File: src/rtl/pci_mem_pkg.sv
// rtl/pci_mem_pkg.sv - shared constants for the PCI memory target front end
package pci_mem_pkg;

  // Default decoded window (log2 bytes) and the matching word-offset width
  localparam int WIN_BITS_DEF = 24;
  localparam int OFF_W_DEF    = WIN_BITS_DEF - 2;

  // Write-buffer entry fields: {offset, data, byte enables}
  localparam int DATA_W      = 32;
  localparam int BE_W        = 4;
  localparam int ENTRY_W_DEF = OFF_W_DEF + DATA_W + BE_W;

  // Target FSM encodings
  localparam logic [2:0] ST_IDLE   = 3'd0;
  localparam logic [2:0] ST_RETRY  = 3'd1;
  localparam logic [2:0] ST_WRITE  = 3'd2;
  localparam logic [2:0] ST_WDRAIN = 3'd3;
  localparam logic [2:0] ST_RREQ   = 3'd4;
  localparam logic [2:0] ST_RDATA  = 3'd5;
  localparam logic [2:0] ST_DONE   = 3'd6;

endpackage

File: src/rtl/sync_fifo.sv
// rtl/sync_fifo.sv - single-clock FIFO with occupancy count, show-ahead head
module sync_fifo #(
  parameter int WIDTH = 58,
  parameter int DEPTH = 8
) (
  input  logic                     clk,
  input  logic                     rst,
  input  logic                     push,
  input  logic [WIDTH-1:0]         push_data,
  input  logic                     pop,
  output logic [WIDTH-1:0]         pop_data,
  output logic                     empty,
  output logic                     full,
  output logic [$clog2(DEPTH):0]   count
);

  localparam int AW = $clog2(DEPTH);
  localparam int CW = AW + 1;

  logic [WIDTH-1:0] mem [DEPTH];
  logic [AW-1:0]    wr_ptr;
  logic [AW-1:0]    rd_ptr;
  logic             do_push;
  logic             do_pop;

  // A push into a full FIFO is only honoured when the head leaves the same cycle
  assign do_pop   = pop && !empty;
  assign do_push  = push && (!full || do_pop);
  assign empty    = (count == '0);
  assign full     = (count == CW'(DEPTH));
  assign pop_data = mem[rd_ptr];

  // Pointer and occupancy bookkeeping; reset empties the buffer
  always_ff @(posedge clk or negedge rst) begin
    if (!rst) begin
      wr_ptr <= '0;
      rd_ptr <= '0;
      count  <= '0;
    end else begin
      if (do_push) wr_ptr <= wr_ptr + AW'(1);
      if (do_pop)  rd_ptr <= rd_ptr + AW'(1);
      count <= count + CW'(do_push) - CW'(do_pop);
    end
  end

  // Storage array, written only on an accepted push
  always_ff @(posedge clk) begin
    if (do_push) mem[wr_ptr] <= push_data;
  end

endmodule

File: src/rtl/pci_mem_target.sv
// rtl/pci_mem_target.sv - PCI target burst to word-addressed DDR request bridge
module pci_mem_target
  import pci_mem_pkg::*;
#(
  parameter int FIFO_DEPTH = 8,
  parameter int WIN_BITS   = WIN_BITS_DEF,
  parameter int RD_TIMEOUT = 16
) (
  input  logic        clk,
  input  logic        rst,
  input  logic        base_hit,
  input  logic [31:0] addr,
  input  logic [31:0] adio_out,
  input  logic [3:0]  s_cbe,
  input  logic        s_wrdn,
  input  logic        s_data,
  input  logic        s_data_vld,
  output logic [31:0] adio_in,
  output logic        s_ready,
  output logic        s_term,
  output logic        s_abort,
  output logic [31:0] ddr_addr,
  output logic [31:0] ddr_wdata,
  output logic [3:0]  ddr_wbe,
  output logic        ddr_wr_valid,
  output logic        ddr_write,
  output logic        ddr_hit,
  output logic        ddr_hit_early,
  output logic        ddr_done,
  input  logic        ddr_not_ready,
  input  logic        ddr_wait,
  input  logic [31:0] ddr_rdata,
  input  logic        ddr_rdata_vld
);

  localparam int OFF_W = WIN_BITS - 2;
  localparam int ENT_W = OFF_W + DATA_W + BE_W;
  localparam int CNT_W = $clog2(FIFO_DEPTH) + 1;
  localparam int TMO_W = $clog2(RD_TIMEOUT + 1);

  logic [2:0]        state;
  logic [OFF_W-1:0]  off;
  logic [TMO_W-1:0]  tmo_cnt;
  logic              s_data_q;
  logic              s_data_fall;
  logic              wr_phase;
  logic              rd_phase;

  logic              push;
  logic              pop;
  logic              fifo_empty;
  logic              fifo_full;
  logic [CNT_W-1:0]  fifo_count;
  logic [CNT_W-1:0]  count_next;
  logic [ENT_W-1:0]  head;
  logic [OFF_W-1:0]  head_off;
  logic [DATA_W-1:0] head_data;
  logic [BE_W-1:0]   head_be;
  logic [OFF_W-1:0]  addr_word;
  logic              addr_unused;

  assign addr_unused = ^{addr[1:0], addr[31:WIN_BITS]};

  assign wr_phase    = (state == ST_WRITE) || (state == ST_WDRAIN);
  assign rd_phase    = (state == ST_RREQ)  || (state == ST_RDATA);
  assign s_data_fall = s_data_q && !s_data;

  // Write beats enter the buffer only while the burst is live; the head drains whenever DDR accepts
  assign push       = (state == ST_WRITE) && s_data_vld && (!fifo_full || pop);
  assign pop        = wr_phase && !fifo_empty && !ddr_wait;
  assign count_next = fifo_count + CNT_W'(push) - CNT_W'(pop);

  sync_fifo #(
    .WIDTH (ENT_W),
    .DEPTH (FIFO_DEPTH)
  ) u_wr_fifo (
    .clk       (clk),
    .rst       (rst),
    .push      (push),
    .push_data ({off, adio_out, ~s_cbe}),
    .pop       (pop),
    .pop_data  (head),
    .empty     (fifo_empty),
    .full      (fifo_full),
    .count     (fifo_count)
  );

  assign {head_off, head_data, head_be} = head;

  // DDR side: write beats carry the buffered offset, reads carry the live offset
  assign addr_word     = pop ? head_off : (rd_phase ? off : '0);
  assign ddr_addr      = 32'({addr_word, 2'b00});
  assign ddr_wdata     = pop ? head_data : '0;
  assign ddr_wbe       = pop ? head_be : '0;
  assign ddr_wr_valid  = pop;
  assign ddr_write     = wr_phase;
  assign ddr_hit       = wr_phase || rd_phase;
  assign ddr_done      = (state == ST_DONE);
  assign s_abort       = 1'b0;

  // Delayed s_data for detecting the end of the data phases
  always_ff @(posedge clk or negedge rst) begin
    if (!rst) s_data_q <= 1'b0;
    else      s_data_q <= s_data;
  end

  // Target FSM with registered PCI handshake outputs
  always_ff @(posedge clk or negedge rst) begin
    if (!rst) begin
      state         <= ST_IDLE;
      off           <= '0;
      tmo_cnt       <= '0;
      s_ready       <= 1'b0;
      s_term        <= 1'b0;
      adio_in       <= '0;
      ddr_hit_early <= 1'b0;
    end else begin
      ddr_hit_early <= 1'b0;
      case (state)
        ST_IDLE: begin
          if (base_hit) begin
            if (ddr_not_ready) begin
              state   <= ST_RETRY;
              s_term  <= 1'b1;
              s_ready <= 1'b0;
            end else begin
              off           <= addr[WIN_BITS-1:2];
              tmo_cnt       <= '0;
              ddr_hit_early <= 1'b1;
              if (s_wrdn) begin
                state   <= ST_WRITE;
                s_ready <= 1'b1;
              end else begin
                state <= ST_RREQ;
              end
            end
          end
        end
        ST_RETRY: begin
          if (s_data_fall) begin
            state  <= ST_IDLE;
            s_term <= 1'b0;
          end
        end
        ST_WRITE: begin
          if (push) off <= off + OFF_W'(1);
          // Keep two free slots so a beat already in flight can always land
          if (s_data_fall) begin
            state   <= ST_WDRAIN;
            s_ready <= 1'b0;
          end else begin
            s_ready <= (count_next <= CNT_W'(FIFO_DEPTH - 2));
          end
        end
        ST_WDRAIN: begin
          if (fifo_empty) state <= ST_DONE;
        end
        ST_RREQ: begin
          // Once disconnect is signalled, late read data is ignored
          if (s_data_fall) begin
            state   <= ST_DONE;
            s_ready <= 1'b0;
          end else if (!s_term) begin
            if (ddr_rdata_vld) begin
              adio_in <= ddr_rdata;
              s_ready <= 1'b1;
              tmo_cnt <= '0;
              state   <= ST_RDATA;
            end else if (tmo_cnt == TMO_W'(RD_TIMEOUT - 1)) begin
              s_term  <= 1'b1;
              s_ready <= 1'b0;
            end else begin
              tmo_cnt <= tmo_cnt + TMO_W'(1);
            end
          end
        end
        ST_RDATA: begin
          if (s_data_fall) begin
            state   <= ST_DONE;
            s_ready <= 1'b0;
          end else if (s_data_vld) begin
            off     <= off + OFF_W'(1);
            s_ready <= 1'b0;
            state   <= ST_RREQ;
          end
        end
        ST_DONE: begin
          state   <= ST_IDLE;
          s_term  <= 1'b0;
          s_ready <= 1'b0;
          tmo_cnt <= '0;
        end
        default: state <= ST_IDLE;
      endcase
    end
  end

endmodule

File: config.mk
export PLATFORM = sky130hd
export DESIGN_NAME = pci_mem_target
export DESIGN_NICKNAME = d
export VERILOG_FILES = /design/src/rtl/pci_mem_pkg.sv /design/src/rtl/sync_fifo.sv /design/src/rtl/pci_mem_target.sv
export SDC_FILE = /design/constraint.sdc
export NUM_CORES = 1
export LEC_CHECK = 0
export BUFFER_PORTS_ARGS = -buffer_cell sky130_fd_sc_hd__buf_2
export CORE_ASPECT_RATIO = 1.5
export CORE_MARGIN = 4
export CORE_UTILIZATION = 53
export CTS_CLUSTER_DIAMETER = 200
export DETAILED_ROUTE_END_ITERATION = 12
export GPL_TIMING_DRIVEN = 0
export PLACE_DENSITY = 0.87
export SETUP_SLACK_MARGIN = 0.15
export SYNTH_ARGS = -nofsm -noshare
export SYNTH_HDL_FRONTEND = slang
export SYNTH_SLANG_ARGS = --single-unit
File: constraint.sdc
create_clock -name clk -period 7.59 [get_ports clk]
set_input_delay 0 -clock clk [delete_from_list [all_inputs] [get_ports clk]]
set_output_delay 0 -clock clk [all_outputs]
set_load 0.02 [all_outputs]
After elaboration in Yosys (flattened, before gate mapping)
Memory sizes are Yosys's and may differ from the RTL's.
Index checks and enable logic that the tools add are counted.
W data, S select, Z words.
{"block": "op_classes", "add_sub_neg": 8, "n_lt_le_gt_ge": 1, "eq_ne": 25, "muxes": 53, "bitwise_logic": 3, "reduce_logical": 28}
{"op": "$mux W22", "count": 7}
{"op": "$pmux W22 S3", "count": 1}
{"op": "$mux W3", "count": 11}
{"op": "$mux W32", "count": 1}
{"op": "$mux W5", "count": 6}
{"op": "$add A22 B1 Y22 const B", "count": 1}
{"op": "$mux W1", "count": 22}
{"op": "$ne A2 B2 Y1 const B", "count": 10}
{"op": "$pmux W3 S6", "count": 1}
{"op": "$reduce_and A6 Y1", "count": 3}
{"op": "$ne A3 B3 Y1 const B", "count": 5}
{"op": "$pmux W5 S3", "count": 1}
{"op": "$eq A3 B3 Y1 const B", "count": 3}
{"op": "$add A4 B1 Y4", "count": 2}
{"op": "$sub A4 B1 Y4", "count": 2}
{"op": "$logic_and A1 B1 Y1", "count": 7}
{"op": "$reduce_and A7 Y1", "count": 1}
{"op": "$add A3 B1 Y3 const B", "count": 2}
{"op": "$eq A3 B2 Y1 const B", "count": 2}
{"op": "$reduce_bool A3 Y1", "count": 2}
{"op": "$add A5 B1 Y5 const B", "count": 1}
{"op": "$eq A5 B4 Y1 const B", "count": 1}
{"op": "$logic_or A1 B1 Y1", "count": 5}
{"op": "$pmux W1 S5", "count": 1}
{"op": "other kinds (16)", "count": 20}
{"block": "totals", "regBits": 76, "mem_bits_rw": 464, "inputBits": 109, "mem_count": 1}
{"memory": "u_wr_fifo.mem", "words": 8, "word_bits": 58, "rd": 1, "rd_clocked_by_memory_dff": 0, "wr": 1, "line": "sync_fifo.sv:20", "source": "logic [WIDTH-1:0] mem [DEPTH];"}

Logic depth before layout (Yosys ltp)
Gate-level depths: netlist of the first run.
{"block": "logic_depth", "word_depth": 11, "depth_mapped": 15, "ltp_nobuf": 15}

Cells and area by module
A second synthesis of the first run with hierarchy kept.
{"block": "hier_totals", "cells_unflattened": 1179, "area_unflattened_um2": 22181.3}
{"module": "sync_fifo", "n_inst": 1, "cells_each": 733, "area_per_inst_um2": 18003.5, "seq_area_each_um2": 14183.6}
{"module": "pci_mem_target", "n_inst": 1, "cells_each": 446, "area_per_inst_um2": 4177.8, "seq_area_each_um2": 1651.6}

Least setup slack after synthesis of the first run
OpenSTA, ideal clock, no wires.
{"block": "synth_timing", "kind": "register to register", "startpoint": "register u_wr_fifo.count[2]", "endpoint": "memory u_wr_fifo.mem[4][0] (enable)", "setup_time_ns": 0.638, "arrival_time_ns": 7.366, "t_required_ns": 6.952, "setup_slack_ns": -0.415, "path_stages_with_launch": 7, "n_path_buf": 0, "period_less_slack_ns": 8.005, "path_cell_list": "dfrtp_1 -> inv_1 -> ha_1 -> or4b_4 -> nand3_1 -> nand3_4 -> nor4b_1"}
{"block": "synth_between", "elab_chain_len": 9, "elab_cells_between_ends": 13, "classes_between": "eq/ne (1); mux (2); reduce/logical (10)"}
{"element": "start: declaration", "line": "sync_fifo.sv:14", "source": "output logic [$clog2(DEPTH):0] count"}
{"element": "start signal: assignment", "line": "sync_fifo.sv:42", "source": "count <= count + CW'(do_push) - CW'(do_pop);"}
{"element": "$logic_not A4 Y1", "line": "sync_fifo.sv:29", "source": "assign empty = (count == '0);"}
{"element": "$logic_not A1 Y1", "line": "sync_fifo.sv:27, pci_mem_target.sv:70"}
{"element": "$logic_and A1 B1 Y1 (2 in a row)", "line": "pci_mem_target.sv:70", "source": "assign pop = wr_phase && !fifo_empty && !ddr_wait;"}
{"element": "$logic_or A1 B1 Y1 or $logic_and A1 B1 Y1 (tied branches)", "line": "pci_mem_target.sv:69, sync_fifo.sv:27"}
{"element": "$logic_and A1 B1 Y1 or $logic_or A1 B1 Y1 (tied branches)", "line": "pci_mem_target.sv:69, sync_fifo.sv:28"}
{"element": "$logic_and A1 B1 Y1 (*)", "line": "sync_fifo.sv:28", "source": "assign do_push = push && (!full || do_pop);"}
{"element": "$mux W1 (*)", "line": "sync_fifo.sv:48", "source": "if (do_push) mem[wr_ptr] <= push_data;"}
{"element": "$mux W1 (implied by the code) (*)", "line": "sync_fifo.sv:48"}
{"element": "end: declaration", "line": "sync_fifo.sv:20"}
Mark *: on every way between the ends. The rest lies on a longest branch, timed or not.

Final worst setup path of the first run
{"block": "layout_timing", "startpoint": "register u_wr_fifo.count[2]", "endpoint": "memory u_wr_fifo.mem[2][28] (enable)"}
Same word-level chain as after synthesis.

==> results.tsv, run 1 <==
stage	metric	value	unit
run_status	status	complete, no violations	
logic_synthesis	synth.area.top_cells	edfxtp_1 64%, mux4_2 12%, dfrtp_1 8.7%	
critical_path	critPathCaptureType	register	
logic_synthesis	synth_top_area_share	63.5	%
sta	fin_crit	3.68	ns
logic_synthesis	synthDistinctLibCells	71	
clock_tree	clk_pin_slew	0.06	ns
clock_tree	cts_tree	done	
clock_tree	cts_post_setup_buffers_inserted	0	
floorplanning	core	41000	um^2
critical_path	startpoint_type	register	
pwr	sequentialPowerShare	40.8	%
global_route	grt_max_degree	62	
critical_path	crit_buf_inv	7	
global_route	grt_pass1_vias	14093	
floorplanning	start_util	53.5	%
floorplanning	num_io_pins	217	
logic_synthesis	ys_warn_count	0	
routing	num_vias	13247	
critical_path	r2r_cells	13	
final_layout	drive_above_1_share	33.2	%
sta	grt_setup_unrepaired	false	
critical_path	crit_chain	inv_1 -> ha_1 -> or4b_4 -> nand3_1 -> nand3_4 -> clkinv_2 -> nand2_1 -> nor3_2 -> buf_8 -> buf_6 -> buf_6 -> buf_6 -> buf_6	
floorplanning	die_y	257	um
clock_tree	clock_latency	0.57	ns
logic_synthesis	syn_area	21900	um^2
final_layout	nNetsFinal	1700	
pwr	intPower	6.59	mW
clock_tree	cts_buffers	49	
final_layout	area_delta_synth_final	22.3	%
placement	hpwl	35700	um
sta	report.final.hold_viol_count	0	
routing	drt-pass1-iter-count	5	
routing	postRouteWirelength	57800	um
placement	portBuffers	195	
placement	gp_congestion	0.918	
logic_synthesis	synth.largest_area_cell	edfxtp_1	
critical_path	arrival	3.94	ns
clock_tree	cts_root_buffer	clkbuf_16	
critical_path	cpLargestDelayFamily	simple AND/OR/NAND/NOR gates	
global_route	antenna_found_initial	0	
pwr	powerDensity	377	nW/um^2
routing	postRouteAntennaNets	0	
pwr	pwr-share-comb	34.8	%
logic_synthesis	seq_area_frac_synth	72.2	%
floorplanning	die_x	174	um
pwr	power.switching	3.51	mW
sta	relSlewSlack	29.2	%
critical_path	path_max_fanout	10	
final_layout	finalInstanceArea	26800	um^2
placement	dpl_cell_area	24200	um^2
critical_path	crit_top_cell	buf_6	
sta	slew_viol_final	0	
logic_synthesis	synth_edf_count	464	
clock_tree	cts_hold_buf	100	
sta	fin_crit_sh	48.4	%
final_layout	antenna_cells	0	
pwr	sw_frac_of_total	34.8	%
sta	final-setup-viol-count	0	
sta	finClkSkew	0.0188	ns
critical_path	cp.required	7.86	ns
logic_synthesis	ys.flop_type	edfxtp_1	
placement	dp_slack	3.86	ns
logic_synthesis	ys_seq_elements	540	
job	drv_cap	0	
critical_path	crit_path_max_incr_delay	0.74	ns
clock_tree	clock_sinks	540	
logic_synthesis	postSynthAreaPerCell	18.6	um^2
sta	setup_ws	3.91	ns
logic_synthesis	synthArstFlopShare	14.1	%
global_route	overflow	0	
routing	drt_iter0_drc	1602	
worst_hold_path	hp-class	in -> reg	
floorplanning	num_rows	91	
logic_synthesis	syn_inst	1180	
routing	drt-vias-per-instance	6.23	
critical_path	crit_cells	13	
routing	wl_per_cell	27.2	um
critical_path	worstSetupPathType	reg -> reg	
pwr	power.share.clock	24.4	%
sta	max_freq	0.272	GHz
global_route	grt_util_all_layers	25.9	%
pwr	p_leak	9.83	nW
global_route	grt_pass1_wl	87500	um
clock_tree	cts_buffer_depth	3	
floorplanning	dieArea	44800	um^2
pwr	peakVddDrop	236	uV
critical_path	slowest_stage	nor3_2	
routing	drc	0	
sta	tightest_slew	1.06	ns
final_layout	final_util	65.4	%
worst_hold_path	min_path_cells	5	
clock_tree	cts_max_level	2	
clock_tree	post_cts_resize_count	0	
## cells in the mapped netlist (7+ instances only)
cell and instances:
ha_1 13, buf_4 15, buf_2 29, a2bb2oi_1 9
o22ai_1 15, edfxtp_1 464, nor3_1 7, nand2_1 60
mux2_2 33, dfrtp_1 76, a21oi_1 25, o21ai_1 7
mux2i_1 61, nand3_1 14, clkbuf_1 21, inv_1 27
o21ai_0 37, mux4_2 116, nor2_1 54
## kinds of logic (layout without fill, tap and decap cells)
family,count (synthesis),in the layout,share of synthesized area (%)
AOI/OAI and AO/OA,127,127,3.85
xor gates and xnor gates,7,7,0.280
adders and majority gates,15,15,0.924
buffers and inverters,102,527,2.28
DFF,540,540,72.2
muxes,210,210,16.4
other,1,11,0.0171
and+or+nand+nor,178,178,4.05
## tightest hold or removal path, delay by kind of cell
| kind | cells | cell delay (ns) |
|---|---|---|
| XOR/XNOR | 1 | 0.08 |
| buffers and inverters | 1 | 0.11 |
| AND/OR/NAND/NOR | 3 | 0.43 |
## per-layer routing
metal / global-route usage (%) / up-vias / part of all wire, %
met5: 0 / - / 0
met4: 8.94 / 0 / 3.6
met3: 4.66 / 141 / 8.2
met2: 47.4 / 872 / 55
met1: 30.8 / 6727 / 34
li1: - / 5507 / -
## state kept, by name, summed over array words and instances, names as in the netlist
name / flops
adio_in: 32
s_data_q: 1
s_ready: 1
u_wr_fifo.rd_ptr: 3
s_term: 1
ddr_hit_early: 1
u_wr_fifo.wr_ptr: 3
off: 22
u_wr_fifo.mem: 464
state: 3
tmo_cnt: 5
u_wr_fifo.count: 4
## per-stage QoR
step | hold WS (ns) | power (mW) | setup TNS [ns] | cells
global route | 0.119 | 10.5 | 0 | 2126
floorplan | -0.296 | 6.38 | 0 | 1190
detailed placement | -0.116 | 7.54 | 0 | 1936
CTS | 0.0638 | 10.1 | 0 | 2126
finish | 0.0888 | 10.1 | 0 | 2126
global placement | 0.134 | 7.34 | -401.13 | 1896
## area by class of cell
type	count	area [um^2]
buffer	73	389
sequential	540	15800
inverter	29	110
clock inverter	32	315
timing repair buffer	335	2560
tap	511	639
multi-input combinational	548	5700
clock buffer	58	1280
fill	2588	14200
## cells in the final DEF (no fill, tap or decap), types with 4 or more instances in the layout
| cell type | n |
|---|---|
| clkinv_4 | 4 |
| o22ai_1 | 15 |
| ha_1 | 13 |
| o21ai_1 | 7 |
| clkinvlp_4 | 7 |
| inv_1 | 27 |
| and3_1 | 4 |
| clkinv_2 | 7 |
| a2bb2oi_1 | 9 |
| clkbuf_16 | 49 |
| nand2b_1 | 6 |
| buf_16 | 4 |
| nor2_1 | 53 |
| buf_4 | 16 |
| mux4_2 | 116 |
| dfrtp_1 | 76 |
| buf_8 | 12 |
| edfxtp_1 | 464 |
| xnor2_1 | 5 |
| conb_1 | 11 |
| clkinv_1 | 8 |
| nand2_1 | 60 |
| buf_1 | 5 |
| o21ai_0 | 37 |
| mux2_2 | 33 |
| a21oi_1 | 25 |
| mux2i_1 | 61 |
| dlygate4sd3_1 | 100 |
| nand3_1 | 14 |
| bufinv_16 | 5 |
| nor2b_1 | 4 |
| clkbuf_1 | 28 |
| buf_2 | 223 |
| buf_6 | 25 |
| a21oi_2 | 4 |
| nor3_1 | 4 |
| nand4_1 | 6 |
## path summary, 6_finish.rpt
check | slack [ns] | from | to
min | 0.09 | ddr_wait | u_wr_fifo.wr_ptr[0]
min in group asynchronous | 0.53 | rst | u_wr_fifo.count[3]
max in group asynchronous | 6.01 | rst | u_wr_fifo.wr_ptr[0]
max reg2reg | 3.91 | u_wr_fifo.count[2] | u_wr_fifo.mem[2][28]
max | 3.91 | u_wr_fifo.count[2] | u_wr_fifo.mem[2][28]
min reg2reg | 0.50 | tmo_cnt[3] | tmo_cnt[3]
## power groups by stage
| stage | Sequential [mW] | Clock, mW | Combinational (mW) |
|---|---|---|---|
| after global routing | 4.16 | 2.62 | 3.75 |
| after global placement | 4.14 | 0 | 3.20 |
| after detailed placement | 4.14 | 0 | 3.40 |
| after floorplan | 4.15 | 0 | 2.23 |
| after CTS | 4.10 | 2.49 | 3.51 |
| final | 4.12 | 2.47 | 3.52 |
(Power assumes the default switching activity.)
==> run 2: changes to the inputs <==
--- a/config.mk
+++ b/config.mk
@@ -8,11 +8,11 @@
 export BUFFER_PORTS_ARGS = -buffer_cell sky130_fd_sc_hd__buf_2
 export CORE_ASPECT_RATIO = 1.5
 export CORE_MARGIN = 4
-export CORE_UTILIZATION = 53
+export CORE_UTILIZATION = 59
 export CTS_CLUSTER_DIAMETER = 200
 export DETAILED_ROUTE_END_ITERATION = 12
 export GPL_TIMING_DRIVEN = 0
-export PLACE_DENSITY = 0.87
+export PLACE_DENSITY = 0.91
 export SETUP_SLACK_MARGIN = 0.15
 export SYNTH_ARGS = -nofsm -noshare
 export SYNTH_HDL_FRONTEND = slang
==> constraint.sdc (replaced) <==
create_clock -name clk -period 3.4 [get_ports clk]
set_input_delay 0 -clock clk [delete_from_list [all_inputs] [get_ports clk]]
set_output_delay 0 -clock clk [all_outputs]
set_load 0.02 [all_outputs]
==> run 2 against run 1 <==
Against the previous run: combinational power increased by 130%; global-route usage increased by 4.5 points; via count increased by 2.7%; non-clock buffer count unchanged; clock power increased by 120%; die area decreased by 9.8%; count of clock-buffer cells in the layout increased by 3; sequential share of layout area decreased by 0.34 points.
==> results.tsv, run 2 (synthesized netlist as in run 1, its figures left out) <==
stage	metric	value	unit	change
run_status	status	complete, no violations		
routing	num_vias	13609		+2.7%
final_layout	finalInstanceArea	27000	um^2	+0.58%
sta	setup_ws	0.171	ns	-3.74 ns
placement	placedCellCount	1902		-1.8%
final_layout	drive_above_1_share	33.1	%	-0.063 points
placement	hpwl	37200	um	+4.0%
clock_tree	cts_buffer_depth	3		unchanged
pwr	peakVddDrop	535	uV	+130%
floorplanning	dieArea	40400	um^2	-9.8%
clock_tree	cts_buffers	47		-4.1%
job	drv_cap	0		unchanged
pwr	pwr-share-comb	35.8	%	+1.0 points
sta	grt_setup_unrepaired	true		
critical_path	reg2reg_from	state[2]		
floorplanning	num_io_pins	217		unchanged
critical_path	regToRegSetupSlack	0.17	ns	-3.74 ns
final_layout	layout.cells.non_filler	2093		-1.6%
placement	portBuffers	195		unchanged
routing	wl_per_cell	29.0	um	+6.9%
final_layout	nFillCells	1944		-25%
clock_tree	cts_root_buffer	clkbuf_16		
final_layout	top_regs	u_wr_fifo.mem: 464 flops, adio_in: 32 flops, off: 22 flops		
final_layout	area_delta_synth_final	23.0	%	
final_layout	final_common_cell	edfxtp_1		
global_route	grt_pass1_wl	90500	um	+3.5%
clock_tree	cts_max_level	2		unchanged
critical_path	r2r_end	s_ready		
global_route	grt_util_all_layers	30.4	%	+4.5 points
sta	max_freq	0.310	GHz	+14%
placement	gp_congestion	0.913		-0.58%
pwr	powerDensity	843	nW/um^2	+120%
floorplanning	die_y	244	um	-5.1%
sta	fin_crit	3.23	ns	-0.449 ns
sta	relSlewSlack	28.1	%	-1.1 points
critical_path	arrival	3.68	ns	-0.26 ns
routing	postRouteWirelength	60800	um	+5.2%
routing	drt-pass1-iter-count	6		+1
critical_path	startpoint_type	register		
critical_path	r2r_cells	14		+1
clock_tree	clock_latency	0.58	ns	about the same
global_route	grt_max_degree	48		-23%
global_route	grt_pass1_vias	14308		+1.5%
critical_path	cp.required	3.85	ns	-4.01 ns
clock_tree	clock_sinks	540		unchanged
critical_path	path_max_fanout	8		-2
final_layout	largest_reg_flops	464		unchanged
routing	drt-vias-per-instance	6.50		+4.4%
global_route	antenna_found_initial	0		unchanged
floorplanning	core	36700	um^2	-10%
sta	hold_ws	0.0873	ns	-0.00148 ns
sta	slew_viol_final	0		unchanged
pwr	p_leak	9.89	nW	+0.59%
global_route	overflow	0		unchanged
worst_hold_path	min_from	ddr_wait		
worst_hold_path	min_path_cells	5		unchanged
sta	tightest_slew	1.08	ns	+0.0215 ns
pwr	intPower	14.7	mW	+120%
pwr	power.switching	8.05	mW	+130%
routing	drc	0		unchanged
placement	dp_slack	-0.160	ns	-4.02 ns
critical_path	worstSetupPathType	reg -> reg		
final_layout	antenna_cells	0		unchanged
worst_hold_path	hp-class	in -> reg		
floorplanning	die_x	165	um	-5.0%
sta	final-setup-viol-count	0		unchanged
final_layout	mostFrequentLayoutCells	464 x edfxtp_1, 223 x buf_2, 116 x mux4_2		
pwr	power.share.clock	23.4	%	-1.0 points
routing	drt_iter0_drc	1799		+12%
clock_tree	clk_pin_slew	0.07	ns	about the same
routing	postRouteAntennaNets	0		unchanged
sta	report.final.hold_viol_count	0		unchanged
placement	dpl_cell_area	24400	um^2	+0.67%
pwr	sequentialPowerShare	40.7	%	about the same
clock_tree	cts_tree	done		
floorplanning	num_rows	86		-5.5%
final_layout	largest_register	u_wr_fifo.mem		
sta	finClkSkew	0.0146	ns	-0.00425 ns
worst_hold_path	hold_path_end	u_wr_fifo.wr_ptr[0]		
final_layout	nNetsFinal	1698		-0.12%
sta	fin_crit_sh	95.0	%	+47 points
pwr	sw_frac_of_total	35.4	%	+0.67 points
floorplanning	start_util	59.8	%	+6.3 points
critical_path	critPathCaptureType	register		
run 2: worst max path at each step:
stage                       start              endpoint  slack [ns]
2_1_floorplan  u_wr_fifo.count[3]   u_wr_fifo.mem[4][0]       -0.33
3_3_place_gp   u_wr_fifo.count[2]  u_wr_fifo.mem[4][27]       -1.93
3_5_place_dp   u_wr_fifo.count[1]               s_ready       -0.16
4_1_cts                  state[2]               s_ready        0.04
5_1_grt        u_wr_fifo.count[3]               s_ready        0.08
6_report                 state[2]               s_ready        0.17
run 2: area by class of cell:
type | instances | area (um^2) | share of cell area, %
Timing Repair Buffer | 335 | 2790 | 10.3
Sequential cell | 540 | 15800 | 58.7
Inverter | 29 | 114 | 0.422
Tap cell | 484 | 606 | 2.24
Clock inverter | 23 | 228 | 0.844
Multi-Input combinational cell | 548 | 5750 | 21.3
Buffer | 73 | 390 | 1.45
Clock buffer | 61 | 1270 | 4.71
run 2: worst max-delay path, stage by stage, from the launching register on:
cell and delay (ns):
dfrtp_1 0.46, nand2b_1 0.30, nor2_2 0.22, nand2_4 0.17, inv_2 0.19, nand2_1 0.11
o21ai_0 0.10, ha_1 0.21, inv_1 0.06, fa_1 0.40, xor2_1 0.15, o311ai_1 0.23
o32a_1 0.20, a31oi_1 0.04, mux2_2 0.27
run 2: stage by stage:
| stage | total power [mW] | setup TNS [ns] | utilization, % |
|---|---|---|---|
| 6_report | 22.7 | 0 | 73.5 |
| 5_1_grt | 23.6 | 0 | 73.5 |
| 4_1_cts | 22.5 | 0 | 73.4 |
| 3_5_place_dp | 17.0 | -0.237 | 66.5 |
| 3_3_place_gp | 16.4 | -601.37 | 64.5 |
| 2_1_floorplan | 14.3 | -43.63 | - |
run 2: metal layers:
| metal | GRT usage (%) | share of wire, % | vias up |
|---|---|---|---|
| met3 | 5.51 | 9.3 | 227 |
| met4 | 13.3 | 5.1 | 0 |
| met2 | 53.5 | 53 | 1069 |
| met1 | 36.6 | 33 | 6842 |
| li1 | - | - | 5471 |
| met5 | 0 | 0 | - |
run 2: power by group through the flow:
stage	clock, mW	combinational, mW	sequential [mW]
floorplan	0	5.06	9.25
global placement	0	7.17	9.19
detailed placement	0	7.71	9.27
CTS	5.32	8.00	9.18
global route	5.64	8.60	9.33
finish	5.33	8.15	9.26
run 2: repair_timing:
| action | CTS | global route |
|---|---|---|
| hold buffers | 101 | 0 |
| buffers inserted | 1 | 5 |
| pin swaps | 1 | 3 |
| setup endpoints to repair | 30 | 58 |
| endpoints found under the hold margin | 433 | 0 |
| gates resized for setup | 1 | 7 |
